<file path="src/rtl/tlb_assoc_asid.sv">
// N-way set-associative, thread-tagged TLB with true-LRU ages and a sequential flush walker.
// Optional hit/miss counters are enabled by defining TLB_PERF_CNT_EN.
module tlb_assoc_asid #(
  parameter int NUM_SETS    = 4,
  parameter int WAYS        = 4,
  parameter int VA_WIDTH    = 32,
  parameter int PA_WIDTH    = 20,
  parameter int PAGE_OFF    = 12,
  parameter int NUM_THREADS = 4
) (
  input  logic                           clock,
  input  logic                           reset,
  input  logic                           req_valid,
  input  logic [$clog2(NUM_THREADS)-1:0] req_thread_id,
  input  logic [VA_WIDTH-1:0]            req_virt_addr,
  input  logic                           req_supervisor,
  output logic                           rsp_valid,
  output logic                           rsp_miss,
  output logic [PA_WIDTH-1:0]            rsp_phy_addr,
  output logic                           rsp_write_priv,
  input  logic                           fill_valid,
  input  logic [$clog2(NUM_THREADS)-1:0] fill_thread_id,
  input  logic [VA_WIDTH-1:0]            fill_virt_addr,
  input  logic [PA_WIDTH-1:0]            fill_phy_addr,
  input  logic                           fill_write_priv,
  input  logic                           flush_req,
  input  logic                           flush_all,
  input  logic [$clog2(NUM_THREADS)-1:0] flush_thread_id,
  output logic                           flush_busy,
  output logic                           flush_done
`ifdef TLB_PERF_CNT_EN
  ,
  output logic [31:0]                    hit_count,
  output logic [31:0]                    miss_count
`endif
);
  localparam int SW    = $clog2(NUM_SETS);
  localparam int WW    = $clog2(WAYS);
  localparam int TW    = $clog2(NUM_THREADS);
  localparam int TAG_W = VA_WIDTH - PAGE_OFF - SW;
  localparam int PT_W  = PA_WIDTH - PAGE_OFF;

  typedef logic [WAYS-1:0][WW-1:0] ages_t;
  typedef enum logic [1:0] {S_IDLE, S_WALK, S_DONE} state_t;

  state_t                  r_state, w_state_nxt;
  logic [SW-1:0]           r_fcnt;
  logic                    r_fall;
  logic [TW-1:0]           r_fthr;

  logic [NUM_SETS-1:0][WAYS-1:0] r_valid;
  ages_t [NUM_SETS-1:0]          r_age, w_age_nxt;
  logic [TAG_W-1:0]              r_tag [NUM_SETS][WAYS];
  logic [TW-1:0]                 r_thr [NUM_SETS][WAYS];
  logic [PT_W-1:0]               r_pa  [NUM_SETS][WAYS];
  logic                          r_wp  [NUM_SETS][WAYS];

  logic                    r_rsp_valid, r_rsp_miss, r_rsp_wp;
  logic [PA_WIDTH-1:0]     r_rsp_pa;

  logic [SW-1:0]           w_lk_set, w_fl_set;
  logic [TAG_W-1:0]        w_lk_tag, w_fl_tag;
  logic [WAYS-1:0]         w_hit_vec, w_fm_vec;
  logic [WW-1:0]           w_hit_way, w_fm_way, w_vict, w_fill_way;
  logic                    w_inv_found, w_walk, w_lk_hit, w_fill_en;
  ages_t                   w_fill_base;
  logic                    w_unused;

  assign w_lk_set = req_virt_addr[PAGE_OFF +: SW];
  assign w_lk_tag = req_virt_addr[VA_WIDTH-1 -: TAG_W];
  assign w_fl_set = fill_virt_addr[PAGE_OFF +: SW];
  assign w_fl_tag = fill_virt_addr[VA_WIDTH-1 -: TAG_W];
  assign w_walk   = (r_state == S_WALK);
  assign w_unused = ^{fill_phy_addr[PAGE_OFF-1:0], fill_virt_addr[PAGE_OFF-1:0]};

  // A flush request accepted in the same IDLE cycle as a fill takes priority.
  assign w_lk_hit  = req_valid && !req_supervisor && !w_walk && (|w_hit_vec);
  assign w_fill_en = fill_valid && !w_walk && !((r_state == S_IDLE) && flush_req);

  function automatic ages_t f_touch(input ages_t a, input logic [WW-1:0] w);
    ages_t r;
    r = a;
    for (int i = 0; i < WAYS; i++)
      if (a[i] < a[w]) r[i] = a[i] + 1'b1;
    r[w] = '0;
    return r;
  endfunction

  always_comb begin
    w_hit_vec = '0;
    w_fm_vec  = '0;
    w_hit_way = '0;
    w_fm_way  = '0;
    for (int i = 0; i < WAYS; i++) begin
      w_hit_vec[i] = r_valid[w_lk_set][i] && (r_tag[w_lk_set][i] == w_lk_tag) &&
                     (r_thr[w_lk_set][i] == req_thread_id);
      w_fm_vec[i]  = r_valid[w_fl_set][i] && (r_tag[w_fl_set][i] == w_fl_tag) &&
                     (r_thr[w_fl_set][i] == fill_thread_id);
    end
    for (int i = WAYS-1; i >= 0; i--) begin
      if (w_hit_vec[i]) w_hit_way = WW'(i);
      if (w_fm_vec[i])  w_fm_way  = WW'(i);
    end
  end

  // Hit ageing lands first; the fill then ages on top of it when the sets coincide.
  always_comb begin
    w_age_nxt   = r_age;
    w_vict      = '0;
    w_inv_found = 1'b0;
    if (w_lk_hit) w_age_nxt[w_lk_set] = f_touch(r_age[w_lk_set], w_hit_way);
    w_fill_base = w_age_nxt[w_fl_set];
    for (int i = WAYS-1; i >= 0; i--)
      if (!r_valid[w_fl_set][i]) begin
        w_vict      = WW'(i);
        w_inv_found = 1'b1;
      end
    if (!w_inv_found)
      for (int i = 0; i < WAYS; i++)
        if (w_fill_base[i] == WW'(WAYS-1)) w_vict = WW'(i);
    w_fill_way = (|w_fm_vec) ? w_fm_way : w_vict;
    if (w_fill_en) w_age_nxt[w_fl_set] = f_touch(w_fill_base, w_fill_way);
  end

  always_comb begin
    w_state_nxt = r_state;
    case (r_state)
      S_IDLE:  if (flush_req) w_state_nxt = S_WALK;
      S_WALK:  if (r_fcnt == SW'(NUM_SETS-1)) w_state_nxt = S_DONE;
      S_DONE:  w_state_nxt = S_IDLE;
      default: w_state_nxt = S_IDLE;
    endcase
  end

  always_ff @(posedge clock or negedge reset) begin
    if (!reset) begin
      r_state <= S_IDLE;
      r_fcnt  <= '0;
      r_fall  <= 1'b0;
      r_fthr  <= '0;
      r_valid <= '0;
      for (int s = 0; s < NUM_SETS; s++)
        for (int w = 0; w < WAYS; w++)
          r_age[s][w] <= WW'(w);
    end else begin
      r_state <= w_state_nxt;
      r_age   <= w_age_nxt;
      if ((r_state == S_IDLE) && flush_req) begin
        r_fcnt <= '0;
        r_fall <= flush_all;
        r_fthr <= flush_thread_id;
      end else if (w_walk) begin
        r_fcnt <= r_fcnt + 1'b1;
      end
      if (w_walk)
        for (int i = 0; i < WAYS; i++)
          if (r_fall || (r_thr[r_fcnt][i] == r_fthr)) r_valid[r_fcnt][i] <= 1'b0;
      if (w_fill_en) r_valid[w_fl_set][w_fill_way] <= 1'b1;
    end
  end

  always_ff @(posedge clock) begin
    if (w_fill_en) begin
      r_tag[w_fl_set][w_fill_way] <= w_fl_tag;
      r_thr[w_fl_set][w_fill_way] <= fill_thread_id;
      r_pa[w_fl_set][w_fill_way]  <= fill_phy_addr[PA_WIDTH-1:PAGE_OFF];
      r_wp[w_fl_set][w_fill_way]  <= fill_write_priv;
    end
  end

  always_ff @(posedge clock or negedge reset) begin
    if (!reset) begin
      r_rsp_valid <= 1'b0;
      r_rsp_miss  <= 1'b0;
      r_rsp_pa    <= '0;
      r_rsp_wp    <= 1'b0;
    end else begin
      r_rsp_valid <= req_valid;
      if (req_valid) begin
        if (req_supervisor) begin
          r_rsp_miss <= 1'b0;
          r_rsp_pa   <= req_virt_addr[PA_WIDTH-1:0];
          r_rsp_wp   <= 1'b1;
        end else if (w_lk_hit) begin
          r_rsp_miss <= 1'b0;
          r_rsp_pa   <= {r_pa[w_lk_set][w_hit_way], req_virt_addr[PAGE_OFF-1:0]};
          r_rsp_wp   <= r_wp[w_lk_set][w_hit_way];
        end else begin
          r_rsp_miss <= 1'b1;
        end
      end
    end
  end

  assign rsp_valid      = r_rsp_valid;
  assign rsp_miss       = r_rsp_miss;
  assign rsp_phy_addr   = r_rsp_pa;
  assign rsp_write_priv = r_rsp_wp;
  assign flush_busy     = w_walk;
  assign flush_done     = (r_state == S_DONE);

`ifdef TLB_PERF_CNT_EN
  logic r_rsp_user;
  always_ff @(posedge clock or negedge reset) begin
    if (!reset) begin
      r_rsp_user <= 1'b0;
      hit_count  <= '0;
      miss_count <= '0;
    end else begin
      r_rsp_user <= req_valid && !req_supervisor;
      if (r_rsp_valid && r_rsp_user) begin
        if (r_rsp_miss) begin
          if (miss_count != 32'hFFFF_FFFF) miss_count <= miss_count + 1'b1;
        end else begin
          if (hit_count != 32'hFFFF_FFFF) hit_count <= hit_count + 1'b1;
        end
      end
    end
  end
`endif

endmodule

</file>
<file path="config.mk">
export PLATFORM = sky130hd
export DESIGN_NAME = tlb_assoc_asid
export DESIGN_NICKNAME = d
export VERILOG_FILES = /design/src/rtl/tlb_assoc_asid.sv
export SDC_FILE = /design/constraint.sdc
export NUM_CORES = 1
export LEC_CHECK = 0
export BUFFER_PORTS_ARGS = -buffer_cell sky130_fd_sc_hd__buf_2
export CAP_MARGIN = 20
export CORE_ASPECT_RATIO = 2
export CORE_UTILIZATION = 56
export CTS_CLUSTER_DIAMETER = 120
export DETAILED_ROUTE_END_ITERATION = 6
export PLACE_DENSITY = 0.86
export SLEW_MARGIN = 25
export SYNTH_ARGS = -nofsm -noshare
export SYNTH_HDL_FRONTEND = slang
export SYNTH_SLANG_ARGS = --single-unit
</file>
<file path="constraint.sdc">
create_clock -name clock -period 7.05 [get_ports clock]
set_clock_uncertainty 0.05 [all_clocks]
set_input_delay 1.0575 -clock clock [delete_from_list [all_inputs] [get_ports clock]]
set_output_delay 1.0575 -clock clock [all_outputs]
set_load 0.01 [all_outputs]
</file>
Word-level counts from Yosys, hierarchy flattened
Memories as Yosys holds them, arrays and structs flattened.
Index checks and enable logic that the tools add are counted.
{"block": "classes", "n_lt_le_gt_ge": 21, "n_shift": 0, "n_eq_ne": 29, "n_bitwise": 15, "n_div": 0, "mul": 0, "reduce_logical": 42, "n_mux": 113, "add_sub_neg": 9}
{"op": "18-bit == test", "count": 8}
{"op": "16-bit two-way mux", "count": 9}
{"op": "32-bit two-way mux", "count": 3}
{"op": "2-bit two-way mux", "count": 44}
{"op": "72-bit two-way mux", "count": 1}
{"op": "16-bit bitwise AND", "count": 4}
{"op": "32-bit bitwise mux", "count": 2}
{"op": "8-bit two-way mux", "count": 8}
{"op": "16-bit inverter", "count": 4}
{"op": "8-bit binary-select mux with 2-bit select", "count": 3}
{"op": "8-bit demux with 2-bit select", "count": 3}
{"op": "4-bit demux with 2-bit select", "count": 5}
{"op": "20-bit two-way mux", "count": 2}
{"op": "18-bit demux with 2-bit select", "count": 1}
{"op": "1-bit logical AND", "count": 28}
{"op": "2-bit == test", "count": 12}
{"op": "4-bit two-way mux", "count": 5}
{"op": "2-bit by 1-bit adder with 2-bit output (second input constant)", "count": 9}
{"op": "18-bit two-way mux", "count": 1}
{"op": "8-bit bitwise AND", "count": 2}
{"op": "4-bit binary-select mux with 2-bit select", "count": 2}
{"op": "2-bit < comparator", "count": 8}
{"op": "8-bit inverter", "count": 2}
{"op": "16-bit bitwise OR", "count": 1}
{"op": "22 further kinds", "count": 62}
{"block": "word_totals", "mem_bits_ro": 0, "latch_bits": 0, "wordCells": 261, "n_memories": 4, "regBits": 78, "mem_bits_rw": 464}
{"memory": "r_tag", "depth": 4, "word_bits": 72, "read_ports": 2, "rd_ports_with_merged_regs": 0, "write_ports": 1, "line": "53", "source": "logic [TAG_W-1:0] r_tag [NUM_SETS][WAYS];"}
{"memory": "r_pa", "depth": 4, "word_bits": 32, "read_ports": 1, "rd_ports_with_merged_regs": 0, "write_ports": 1, "line": "55", "source": "logic [PT_W-1:0] r_pa [NUM_SETS][WAYS];"}
{"memory": "r_thr", "depth": 4, "word_bits": 8, "read_ports": 3, "rd_ports_with_merged_regs": 0, "write_ports": 1, "line": "54", "source": "logic [TW-1:0] r_thr [NUM_SETS][WAYS];"}
{"memory": "r_wp", "depth": 4, "word_bits": 4, "read_ports": 1, "rd_ports_with_merged_regs": 0, "write_ports": 1, "line": "56", "source": "logic r_wp [NUM_SETS][WAYS];"}

Depth between registers and ports, before layout
{"block": "logic_depth", "depth_word": 33, "mapped_depth": 42, "depth_no_buf": 34}

Worst setup path after synthesis
OpenSTA, ideal clock, no wires.
{"block": "synth_path", "path_kind": "input port to flip-flop", "from": "input port req_virt_addr[12]", "to": "memory r_pa[0][24] (netlist bit), enable pin", "path_slack_ns": -1.767, "arrival_time_ns": 8.352, "stages": 30, "setup_ns": 0.415, "path_buffers": 4, "path_cell_list": "buf_6 buf_8 mux4_1 xnor2_1 nand4_1 or3_1 or4_1 a21oi_1 or2_2 clkbuf_1 mux2_2 a21oi_1 ha_1 nor2_1 nand2_1 nand2b_1 nor3_1 a21o_1 a31o_2 nand3_1 o41ai_1 ha_1 nand2b_1 or3b_2 a32oi_1 a21oi_1 inv_1 nand2_1 clkbuf_1 nor2_1"}
{"block": "synth_between", "elab_chain_cells": 31, "word_cells_on_any_way": 79, "cone_classes": "4 x add/sub; 10 x order compare; 12 x eq/ne; 35 x mux; 3 x bitwise; 13 x reduce/logical; 2 x memory"}
{"item": "from (decl)", "line": "15", "source": "input logic [VA_WIDTH-1:0] req_virt_addr,"}
{"item": "memory 4 x 72 bit / 4-bit binary-select mux with 2-bit select (equally long branches)"}
{"item": "18-bit == test / 4-bit two-way mux (equally long branches)", "line": "95", "source": "w_hit_vec[i] = r_valid[w_lk_set][i] && (r_tag[w_lk_set][i] == w_lk_tag) &&"}
{"item": "1-bit logical AND (2 in a row)", "line": "95"}
{"item": "2-bit two-way mux (4 in a row)", "line": "101", "source": "if (w_hit_vec[i]) w_hit_way = WW'(i);"}
{"item": "2-bit binary-select mux with 2-bit select (tied with other cells)", "line": "84", "source": "if (a[i] < a[w]) r[i] = a[i] + 1'b1;"}
{"item": "2-bit two-way mux (not written as such) / 1-bit logical AND (equally long branches)", "line": "84, 85"}
{"item": "2-bit < comparator / 2-bit two-way mux (equally long branches)", "line": "84, 85"}
{"item": "2-bit two-way mux / 2-bit demux with 2-bit select (equally long branches)", "line": "84, 85"}
{"item": "[... 11 more ...]"}
{"item": "2-bit two-way mux (*)", "line": "118", "source": "if (!w_inv_found)"}
{"item": "2-bit two-way mux (*)", "line": "121", "source": "w_fill_way = (|w_fm_vec) ? w_fm_way : w_vict;"}
{"item": "2-bit inverter with 3-bit output (not written as such) (*)", "line": "166", "source": "r_pa[w_fl_set][w_fill_way] <= fill_phy_addr[PA_WIDTH-1:PAGE_OFF];"}
{"item": "3-bit greater-or-equal comparator (not written as such) / 3-bit by 1-bit < comparator with 1-bit output (equally long branches)", "line": "166"}
{"item": "1-bit logical AND (not written as such)", "line": "166"}
{"item": "8-bit two-way mux (not written as such)", "line": "166"}
{"item": "8-bit demux with 2-bit select (*)", "line": "166"}
{"item": "32-bit two-way mux (not written as such) (*)", "line": "166"}
{"item": "to (decl)", "line": "55"}
Mark *: on every way between the ends. The rest lies on a longest branch, timed or not. The select of a mux whose other input is x is not followed.

==> flow_metrics.py <==
metrics = {
    "global_routing": {
        "grt_start_max_net_pins": 61,
        "grt_pass1_vias": 21225,
        "track_usage_pct": 42.3,
        "antenna_found_initial": 7,
        "grt_pass1_wl_um": 147000,
        "grt_overflow": 0,
    },
    "setup_path": {
        "end_kind": "flop",
        "crit_start": "req_virt_addr[12]",
        "critPathArrivalTime_ps": 8620,
        "crit_path_end": "r_age[21]",
        "crit_top_cell": "buf_4",
        "worst_path_max_delay_cell": "xnor2_1",
        "ff2ff_path_depth": 44,
        "path_class": "primary input to flop",
        "worstPathRequired_ps": 7540,
        "cp_slowest_stage_delay_ps": 560,
        "ff2ff_setup_slack_ps": -690,
        "cp_max_fo": 5,
        "cp-start-kind": "primary input",
        "r2r_start": "r_tag[3][59]",
        "r2r-end": "r_age[21]",
    },
    "run_status": {
        "outcome": "complete, but fails checks",
        "violations": "DRC, setup timing",
    },
    "logic_synthesis": {
        "synthCells": 1785,
        "ys_seq_area_share_pct": 57.5,
        "synth_area_mm2": 0.0277,
        "netlist.area_leader.share_pct": 50.4,
        "yosys_warnings": 0,
        "avgSynthCellArea_um2": 15.5,
        "ys_seq_elements": 542,
        "netlist_top_cells_area": "edfxtp_1 50%, mux4_2 15%, dfrtp_1 5.6%",
        "synthFlopType": "edfxtp_1",
        "yosysTopAreaCell": "edfxtp_1",
        "synthArstFlopShare_pct": 14.4,
        "synth_edf_count": 464,
        "ys_types": 103,
        "synth_nets": 1899,
    },
    "job": {
        "cap_viol_max_count": 0,
    },
    "detailed_routing": {
        "wl_per_cell_um": 36.3,
        "drc_errors": 1,
        "detail-route-antenna-nets": 0,
        "vias": 20885,
        "drtPass1Iterations": 7,
        "vias_per_cell": 6.98,
        "routed_wl_um": 109000,
        "first_iter_violations": 2646,
    },
    "clock_network": {
        "cts_root_buffer": "clkbuf_16",
        "path_clk_slew_ps": 70,
        "cts_buffer_depth": 3,
        "holdBufCountCts": 0,
        "worst_skew_pair.late_latency_ps": 630,
        "cts_tree": "done",
        "cts_sinks": 542,
        "cts_htree_levels": 2,
        "cts-buffers-inserted": 47,
    },
    "finish": {
        "fillCellCount": 2914,
        "synthToLayoutAreaGrowth_pct": 29.5,
        "drive_gt1_share_pct": 45.4,
        "most-common-layout-cells": "464 x edfxtp_1, 388 x buf_4, 187 x mux4_2",
        "finalNetCount": 2427,
        "final_common_cell": "edfxtp_1",
    },
    "die": {
        "ios": 123,
        "start_util_pct": 57.0,
        "fp.coreArea_mm2": 0.0485,
        "die_h_um": 316,
        "core.rowCount": 114,
        "die_w_um": 159,
        "dieArea_mm2": 0.0503,
    },
    "placement": {
        "post-place-ws_ps": -1710,
        "gp_congestion": 1.12,
        "dpl.hpwl_um": 70100,
        "port_buffers": 98,
    },
    "hold_path": {
        "hp-class": "primary input to asynchronous set/reset pin",
    },
    "timing": {
        "final.setup.worst_slack_ps": -1080,
        "drv_slew": 0,
        "rsz0062_at_grt": "true",
        "hold_slack_ps": 251,
        "worst_pin_slew_ps": 1120,
        "fin_crit_ps": 8130,
        "setup_viol": 500,
        "max_freq_mhz": 123,
        "hold_viol": 0,
        "min_period_over_period_pct": 115,
        "max-slew-margin-rel_pct": 25.1,
    },
    "power": {
        "p_per_area_mw_per_mm2": 274,
        "max-vdd-ir-drop_mv": 0.367,
        "leakage_nw": 13.0,
    },
}
## through the flow
stage          util (%)  area [um^2]  power [mW]  TNS (ps)  std cells
3_3_place_gp       65.7        31900        6.33   -434630       2786
5_1_grt            73.8        35800        10.1   -205780       2989
2_1_floorplan         -        27900        5.25   -312840       1785
6_report           73.8        35800        9.81   -133490       2991
3_5_place_dp       65.7        31900        6.38   -473150       2786
4_1_cts            71.8        34800        9.44    -34270       2953
## power by group
| group | switching (mW) | internal, mW | leakage [nW] |
|---|---|---|---|
| clock | 1.22 | 1.47 | 0.743 |
| sequential | 0.204 | 3.71 | 5.12 |
| combinational | 1.67 | 1.53 | 7.16 |
## area by class of cell
class                      instances  area [um^2]  area share (%)
clock inverter                    28          343           0.958
sequential                       542        15900            44.4
timing repair buffer             592         5420            15.1
multi-input combinational       1100        12000            33.5
antenna                            3         7.51          0.0210
tap                              638          798            2.23
clock buffer                      58         1220            3.40
inverter                          30          116           0.325
## cell families (layout without fill, tap and decap cells)
logic type | Yosys count | count (layout) | synth area share [%]
AOI/OAI and AO/OA | 246 | 246 | 6.15
xor gates and xnor gates | 177 | 177 | 5.71
adders and majority gates | 16 | 16 | 0.724
buffers and inverters | 143 | 708 | 2.57
DFF | 542 | 542 | 57.5
muxes | 332 | 332 | 20.8
other | 0 | 3 | 0
and+or+nand+nor | 329 | 329 | 6.56
## metal layers
layer	vias to the layer above	global-route usage [%]	part of all wire, %
li1	8182	-	-
met1	10373	41.9	29
met2	1715	71.7	49
met3	609	10.3	10
met4	6	42.1	12
met5	-	0	0.036
## Yosys cell counts, drive strengths merged, types with 10 or more instances
master / instances
edfxtp: 464
mux4: 187
xnor2: 142
mux2i: 102
nand2: 83
nor2: 72
dfrtp: 62
o21ai: 61
a21oi: 58
clkbuf: 58
buf: 55
mux2: 43
nand4: 39
xor2: 35
inv: 28
nor3: 27
dfstp: 16
ha: 16
nor4: 16
nand3: 14
a22oi: 13
nor2b: 11
o211ai: 11
or3: 11
nand2b: 10
## sequential cells by signal, indices dropped and copies added (netlist names)
| signal | count |
|---|---|
| rsp_miss | 1 |
| r_wp | 16 |
| r_age | 32 |
| r_fall | 1 |
| r_pa | 128 |
| r_fthr | 2 |
| r_fcnt | 2 |
| r_valid | 16 |
| rsp_write_priv | 1 |
| r_state | 2 |
| rsp_valid | 1 |
| rsp_phy_addr | 20 |
| r_tag | 288 |
| r_thr | 32 |
## what timing repair did
action,4_1_cts,5_1_grt
buffers inserted,72,31
pin swaps,43,45
gates resized for setup,79,116
setup endpoints to repair,505,512
cloned,12,16
## worst min-delay path by stage
stage / endpoint / slack [ps] / cells after the start
2_1_floorplan: r_state[0] / 430 / 1
3_3_place_gp: rsp_miss / 410 / 1
3_5_place_dp: rsp_miss / 420 / 1
4_1_cts: r_valid[11] / 270 / 1
5_1_grt: r_fthr[1] / 270 / 1
6_report: r_valid[11] / 250 / 1
## worst max-delay path: cells and delay by family
kind | cells | cell delay, ps
mux | 4 | 1170
xor+xnor | 2 | 780
fa+ha+maj | 1 | 240
simple gates | 7 | 940
compound gates | 1 | 230
buf+inv | 31 | 4150
Note: power is estimated with default switching activity, not from simulation.
